## src/rtl/ram_bist_if.sv

```systemverilog
// rtl/ram_bist_if.sv - single-port RAM bus between the BIST engine and the RAM under test
interface ram_bist_if;
   logic        ram_ena;
   logic        ram_wena;
   logic [4:0]  ram_addr;
   logic [31:0] ram_data_in;
   logic [31:0] ram_data_out;

   modport master (
      output ram_ena,
      output ram_wena,
      output ram_addr,
      output ram_data_in,
      input  ram_data_out
   );

   modport slave (
      input  ram_ena,
      input  ram_wena,
      input  ram_addr,
      input  ram_data_in,
      output ram_data_out
   );
endinterface

```

## src/rtl/ram_bist.sv

```systemverilog
// rtl/ram_bist.sv - two-pass pattern/inverse-pattern BIST for a 32x32 RAM with 1-cycle read latency
module ram_bist #(
   parameter logic [31:0] PATTERN = 32'hA5A5A5A5
) (
   input  logic         clk,
   input  logic         rst_n,
   input  logic         start,
   ram_bist_if.master   ram,
   output logic         busy,
   output logic         done,
   output logic         pass,
   output logic [5:0]   err_cnt,
   output logic [4:0]   err_addr
);

   typedef enum logic [2:0] {IDLE, WR0, RD0, WR1, RD1, FIN} state_t;

   state_t      state;
   logic [5:0]  cnt;
   logic [5:0]  cnt_m1;
   logic [4:0]  next_addr;
   logic [4:0]  cmp_addr;
   logic [31:0] exp_word;
   logic        mismatch;

   function automatic logic [31:0] e_word(input logic inv, input logic [4:0] a);
      logic [31:0] w;
      w = PATTERN ^ {27'b0, a};
      return inv ? ~w : w;
   endfunction

   // cnt indexes the cycle within the current phase; reads return one cycle later,
   // so read cycle k compares the word requested in cycle k-1.
   always_comb begin
      cnt_m1    = cnt - 6'd1;
      next_addr = cnt[4:0] + 5'd1;
      cmp_addr  = cnt_m1[4:0];
      exp_word  = e_word(state == RD1, cmp_addr);
      mismatch  = 1'b0;
      if ((state == RD0 || state == RD1) && cnt != 6'd0)
         mismatch = (ram.ram_data_out != exp_word);
   end

   // Bus outputs are loaded with the values for the cycle being entered.
   always_ff @(posedge clk or negedge rst_n) begin
      if (!rst_n) begin
         state           <= IDLE;
         cnt             <= 6'd0;
         busy            <= 1'b0;
         done            <= 1'b0;
         pass            <= 1'b0;
         err_cnt         <= 6'd0;
         err_addr        <= 5'd0;
         ram.ram_ena     <= 1'b0;
         ram.ram_wena    <= 1'b0;
         ram.ram_addr    <= 5'd0;
         ram.ram_data_in <= 32'd0;
      end else begin
         case (state)
            IDLE, FIN: begin
               if (start) begin
                  state           <= WR0;
                  cnt             <= 6'd0;
                  busy            <= 1'b1;
                  done            <= 1'b0;
                  pass            <= 1'b0;
                  err_cnt         <= 6'd0;
                  err_addr        <= 5'd0;
                  ram.ram_ena     <= 1'b1;
                  ram.ram_wena    <= 1'b1;
                  ram.ram_addr    <= 5'd0;
                  ram.ram_data_in <= e_word(1'b0, 5'd0);
               end
            end
            WR0, WR1: begin
               if (cnt == 6'd31) begin
                  state           <= (state == WR0) ? RD0 : RD1;
                  cnt             <= 6'd0;
                  ram.ram_wena    <= 1'b0;
                  ram.ram_addr    <= 5'd0;
                  ram.ram_data_in <= 32'd0;
               end else begin
                  cnt             <= cnt + 6'd1;
                  ram.ram_addr    <= next_addr;
                  ram.ram_data_in <= e_word(state == WR1, next_addr);
               end
            end
            RD0, RD1: begin
               if (mismatch) begin
                  if (err_cnt != 6'd63)
                     err_cnt <= err_cnt + 6'd1;
                  if (err_cnt == 6'd0)
                     err_addr <= cmp_addr;
               end
               if (cnt == 6'd32) begin
                  cnt <= 6'd0;
                  if (state == RD0) begin
                     state           <= WR1;
                     ram.ram_ena     <= 1'b1;
                     ram.ram_wena    <= 1'b1;
                     ram.ram_addr    <= 5'd0;
                     ram.ram_data_in <= e_word(1'b1, 5'd0);
                  end else begin
                     state <= FIN;
                     busy  <= 1'b0;
                     done  <= 1'b1;
                     pass  <= (err_cnt == 6'd0) && !mismatch;
                  end
               end else if (cnt == 6'd31) begin
                  cnt          <= cnt + 6'd1;
                  ram.ram_ena  <= 1'b0;
                  ram.ram_addr <= 5'd0;
               end else begin
                  cnt          <= cnt + 6'd1;
                  ram.ram_addr <= next_addr;
               end
            end
            default: state <= IDLE;
         endcase
      end
   end

endmodule

```

## src/flat_wrapper.sv

```systemverilog
// flat-port wrapper written by rule: the top's interface ports become plain ports
module ram_bist_flat 
#(
   parameter logic [31:0] PATTERN = 32'hA5A5A5A5
)
  (clk, rst_n, start, busy, done, pass, err_cnt, err_addr, ram_ram_ena, ram_ram_wena, ram_ram_addr, ram_ram_data_in, ram_ram_data_out);
  ram_bist_if ram_i ();
  input  logic clk;
  input  logic rst_n;
  input  logic start;
  output logic busy;
  output logic done;
  output logic pass;
  output logic [5:0] err_cnt;
  output logic [4:0] err_addr;
  output wire logic [$bits(ram_i.ram_ena)-1:0] ram_ram_ena;
  output wire logic [$bits(ram_i.ram_wena)-1:0] ram_ram_wena;
  output wire logic [$bits(ram_i.ram_addr)-1:0] ram_ram_addr;
  output wire logic [$bits(ram_i.ram_data_in)-1:0] ram_ram_data_in;
  input wire logic [$bits(ram_i.ram_data_out)-1:0] ram_ram_data_out;
  assign ram_ram_ena = ram_i.ram_ena;
  assign ram_ram_wena = ram_i.ram_wena;
  assign ram_ram_addr = ram_i.ram_addr;
  assign ram_ram_data_in = ram_i.ram_data_in;
  assign ram_i.ram_data_out = ram_ram_data_out;
  ram_bist #(.PATTERN(PATTERN)) u_core (.clk(clk), .rst_n(rst_n), .start(start), .ram(ram_i), .busy(busy), .done(done), .pass(pass), .err_cnt(err_cnt), .err_addr(err_addr));
endmodule
```

## config.mk

```make
export PLATFORM = sky130hd
export DESIGN_NAME = ram_bist_flat
export DESIGN_NICKNAME = d
export VERILOG_FILES = /design/src/rtl/ram_bist_if.sv /design/src/rtl/ram_bist.sv /design/src/flat_wrapper.sv
export SDC_FILE = /design/constraint.sdc
export NUM_CORES = 1
export LEC_CHECK = 0
export ABC_AREA = 1
export CELL_PAD_IN_SITES_DETAIL_PLACEMENT = 2
export CELL_PAD_IN_SITES_GLOBAL_PLACEMENT = 2
export CORE_MARGIN = 4
export CORE_UTILIZATION = 24
export DETAILED_ROUTE_END_ITERATION = 6
export GPL_TIMING_DRIVEN = 0
export HOLD_SLACK_MARGIN = 0.05
export PLACE_DENSITY = 0.78
export SYNTH_ARGS = -nofsm -noshare
export SYNTH_HDL_FRONTEND = slang
export SYNTH_SLANG_ARGS = --single-unit
```

## constraint.sdc

```tcl
create_clock -name clk -period 2.1 [get_ports clk]
set_input_delay 0.525 -clock clk [delete_from_list [all_inputs] [get_ports clk]]
set_output_delay 0.525 -clock clk [all_outputs]
set_load 0.05 [all_outputs]
```

==> run_results.csv <==
group,metric,value,unit
cts,clk_pin_slew_worst_paths,0.08,ns
placement,dp.cells,589,
floorplanning,ios,88,
synth,ys.flop_type,"dfrtp_1",
floorplanning,die_y,111.2,um
timing,maxSlewHeadroom,41.21,%
layout,diodes,0,
synth,yosysMostFrequentCell,"nand2_1",
layout,post-route-util,38.26,%
run,cap_violations,0,
detailed_routing,vias,2824,
global_routing,grt_pass1_wl,14590,um
synth,synth_top_area_cell,"dfrtp_1",
synth,synth.top_cell.area_share,36.20,%
synth,synth.area.top_cells,"dfrtp_1 (36%), nand2_1 (13%), nor2_1 (8.1%)",
timing,fin_skew,0.008726,ns
setup_path,crit_required,2.29,ns
cts,cts-root-buf,"clkbuf_8",
global_routing,antenna_found_initial,0,
cts,cts.htree.levels,2,
power_and_ir_drop,p_total,6264,uW
detailed_routing,ant_nets,0,
timing,fin_crit_sh,98.79,%
synth,postSynthCellCount,366,
placement,post_dp_cell_area,0.003593,mm^2
synth,synth_edf_count,0,
synth,syn_nets,406,
cts,clock_sinks,37,
synth,synthTopCellsByCount,"nand2_1 (89), nor2_1 (55), dfrtp_1 (37)",
cts,cts_buffers,5,
detailed_routing,drt_wl_total,9572,um
synth,ys_ff_latch,37,
global_routing,overflow,0,
synth,synth_area,0.002557,mm^2
worst_hold_path,min_path_type,"primary input to async pin",
setup_path,rrSetupSlack,0.03,ns
global_routing,grt_pass1_vias,2993,
timing,slew_viol_final,0,
placement,dpl_worst_slack,-0.3897,ns
layout,area_growth,55.14,%
floorplanning,die_x,111.2,um
placement,io_buffers,87,
setup_path,end_kind,"flip-flop",
synth,syn_avg_cell_area,6.988,um^2
floorplanning,initial_core_util,24.66,%
floorplanning,die_area,0.01237,mm^2
global_routing,track_usage,14.17,%
status,status,"complete, no violations",
synth,synth.distinct_cells,34,
power_and_ir_drop,combPwrFrac,73.0,%
power_and_ir_drop,vdd_ir_drop_max,0.0005074,V
power_and_ir_drop,p_leak,0.001905,uW
synth,async_reset_ff_share,100.0,%
detailed_routing,vias_per_cell,4.599,
power_and_ir_drop,clock_power_share,9.0,%
timing,min_period,2.075,ns
timing,max_freq,482.0,MHz
cts,cts_tree,"yes",
layout,nets,517,
setup_path,path_max_fanout,9,
setup_path,crit_type,"flip-flop to flip-flop",
timing,worst_pin_slew,0.8819,ns
power_and_ir_drop,switchingPower,3486,uW
layout,drive_gt1_share,25.94,%
power_and_ir_drop,intPower,2779,uW
power_and_ir_drop,power_switching_share,55.64,%
synth,ys_warn_count,0,
timing,hold_viol_final,0,
layout,finalNonFillerCells,614,
cts,clk-insertion-delay-late,0.30,ns
placement,dp_hpwl,7070,um
timing,setup_slack,0.02534,ns
setup_path,crit_path_start_kind,"flip-flop",
placement,gp_congestion,0.7409,
global_routing,grt_max_degree,38,
floorplanning,core,0.01037,mm^2
detailed_routing,drt_iter0_drc,99,
power_and_ir_drop,p_seq_share,18.0,%
cts,ctsHoldBuffers,0,
detailed_routing,post_drt_wl_per_cell,15.59,um
power_and_ir_drop,p_per_area,1579,mW/mm^2
detailed_routing,drtPass1Iterations,4,
timing,setup_viol,0,
floorplanning,row_count,37,
timing,rsz0062_at_grt,"true",
synth,ys_seq_area_share,36.20,%
layout,final_area,0.003968,mm^2
detailed_routing,drc_errors,0,
cts,cts_max_path_buffers,2,
setup_path,cp_data_arrival_time,2.27,ns
==> stage by stage <==
step           hold WS (ns)  setup TNS (ns)
6_report             0.3428               0
3_3_place_gp         0.4591          -21.16
2_1_floorplan        0.2294               0
4_1_cts              0.3692               0
5_1_grt              0.4066          -1.048
3_5_place_dp         0.4721          -4.530
==> layer usage <==
metal | share of wire (%) | GRT usage (%)
met5 | 0 | 0
met4 | 1.9 | 3.974
met3 | 4.1 | 2.074
met2 | 50 | 25.57
met1 | 44 | 17.45
==> state kept, by name (all words and copies together), names as in the netlist <==
name,cells
u_core.ram.ram_addr,5
u_core.err_cnt,6
u_core.ram.ram_ena,1
u_core.ram.ram_wena,1
u_core.busy,1
u_core.cnt,6
u_core.err_addr,5
u_core.state,3
u_core.done,1
u_core.pass,1
u_core.ram.ram_data_in,7
==> what timing repair did <==
item,CTS,global route
pin swaps,0,17
buffers inserted,1,15
hold endpoints to repair,0,0
resized for setup,71,37
cloned,0,1
endpoints found under the setup margin,47,27
==> worst max-delay path, cell delays in order, from the launching register on <==
cell	delay (ns)
dfrtp_1	0.36
buf_2	0.19
inv_1	0.12
o21ai_2	0.12
nand2_2	0.13
nand2_4	0.10
clkinv_2	0.13
nand2_2	0.16
a41oi_4	0.32
nand2_2	0.16
nand2_1	0.10
nand2_1	0.07
==> power groups by stage <==
stage          Combinational [uW]  Clock, uW  Sequential (uW)
3_5_place_dp                 4130          0             1150
5_1_grt                      4920        622             1170
6_report                     4570        567             1130
4_1_cts                      4160        581             1120
2_1_floorplan                2410          0             1550
3_3_place_gp                 4020          0             1130
==> cell families after synthesis <==
kind of cell,share of synthesized area [%]
buf+inv,15.12
flops,36.20
xor+xnor,1.712
compound gates,10.52
fa+ha+maj,2.446
simple gates,34.00
==> layout by cell type, fill, tap and decap left out, drive strengths merged <==
master	synthesis	final
nor3b	2	2
clkbuf	1	12
a31oi	2	2
nand2	97	97
a211oi	1	1
nor3	3	3
a21oi	8	8
ha	5	5
nor2	59	59
buf	28	46
nand3	30	30
clkdlybuf4s50	0	53
inv	44	43
dlymetal6s2s	0	2
o22ai	4	4
xor2	5	5
nand4	7	7
nand3b	1	1
and3	1	1
nor4	1	1
a41oi	1	1
dlygate4sd2	0	13
clkdlybuf4s15	0	14
clkinv	3	5
o21ai	20	20
dfrtp	37	37
o211ai	1	1
o31ai	5	5
==> final timing paths <==
path	from	endpoint	cells after the start
setup / recovery	u_core.state[2]	u_core.err_cnt[4]	11
hold / removal	rst_n	u_core.err_cnt[0]	1
setup reg to reg	u_core.state[2]	u_core.err_cnt[4]	11
hold reg to reg	u_core.err_addr[3]	u_core.err_addr[3]	2
max in group asynchronous	rst_n	u_core.ram.ram_data_in[30]	1
min in group clk	u_core.err_addr[3]	u_core.err_addr[3]	2
==> final cells by class <==
class | instances | area [um^2]
sequential | 37 | 930.9
buffer | 29 | 212.7
timing repair buffer | 104 | 982.2
inverter | 47 | 185.2
tap | 136 | 170.2
clock inverter | 1 | 5.005
multi-input combinational | 253 | 1385
fill | 1217 | 6402
clock buffer | 7 | 96.34
Note: power is estimated with default switching activity, not from simulation.
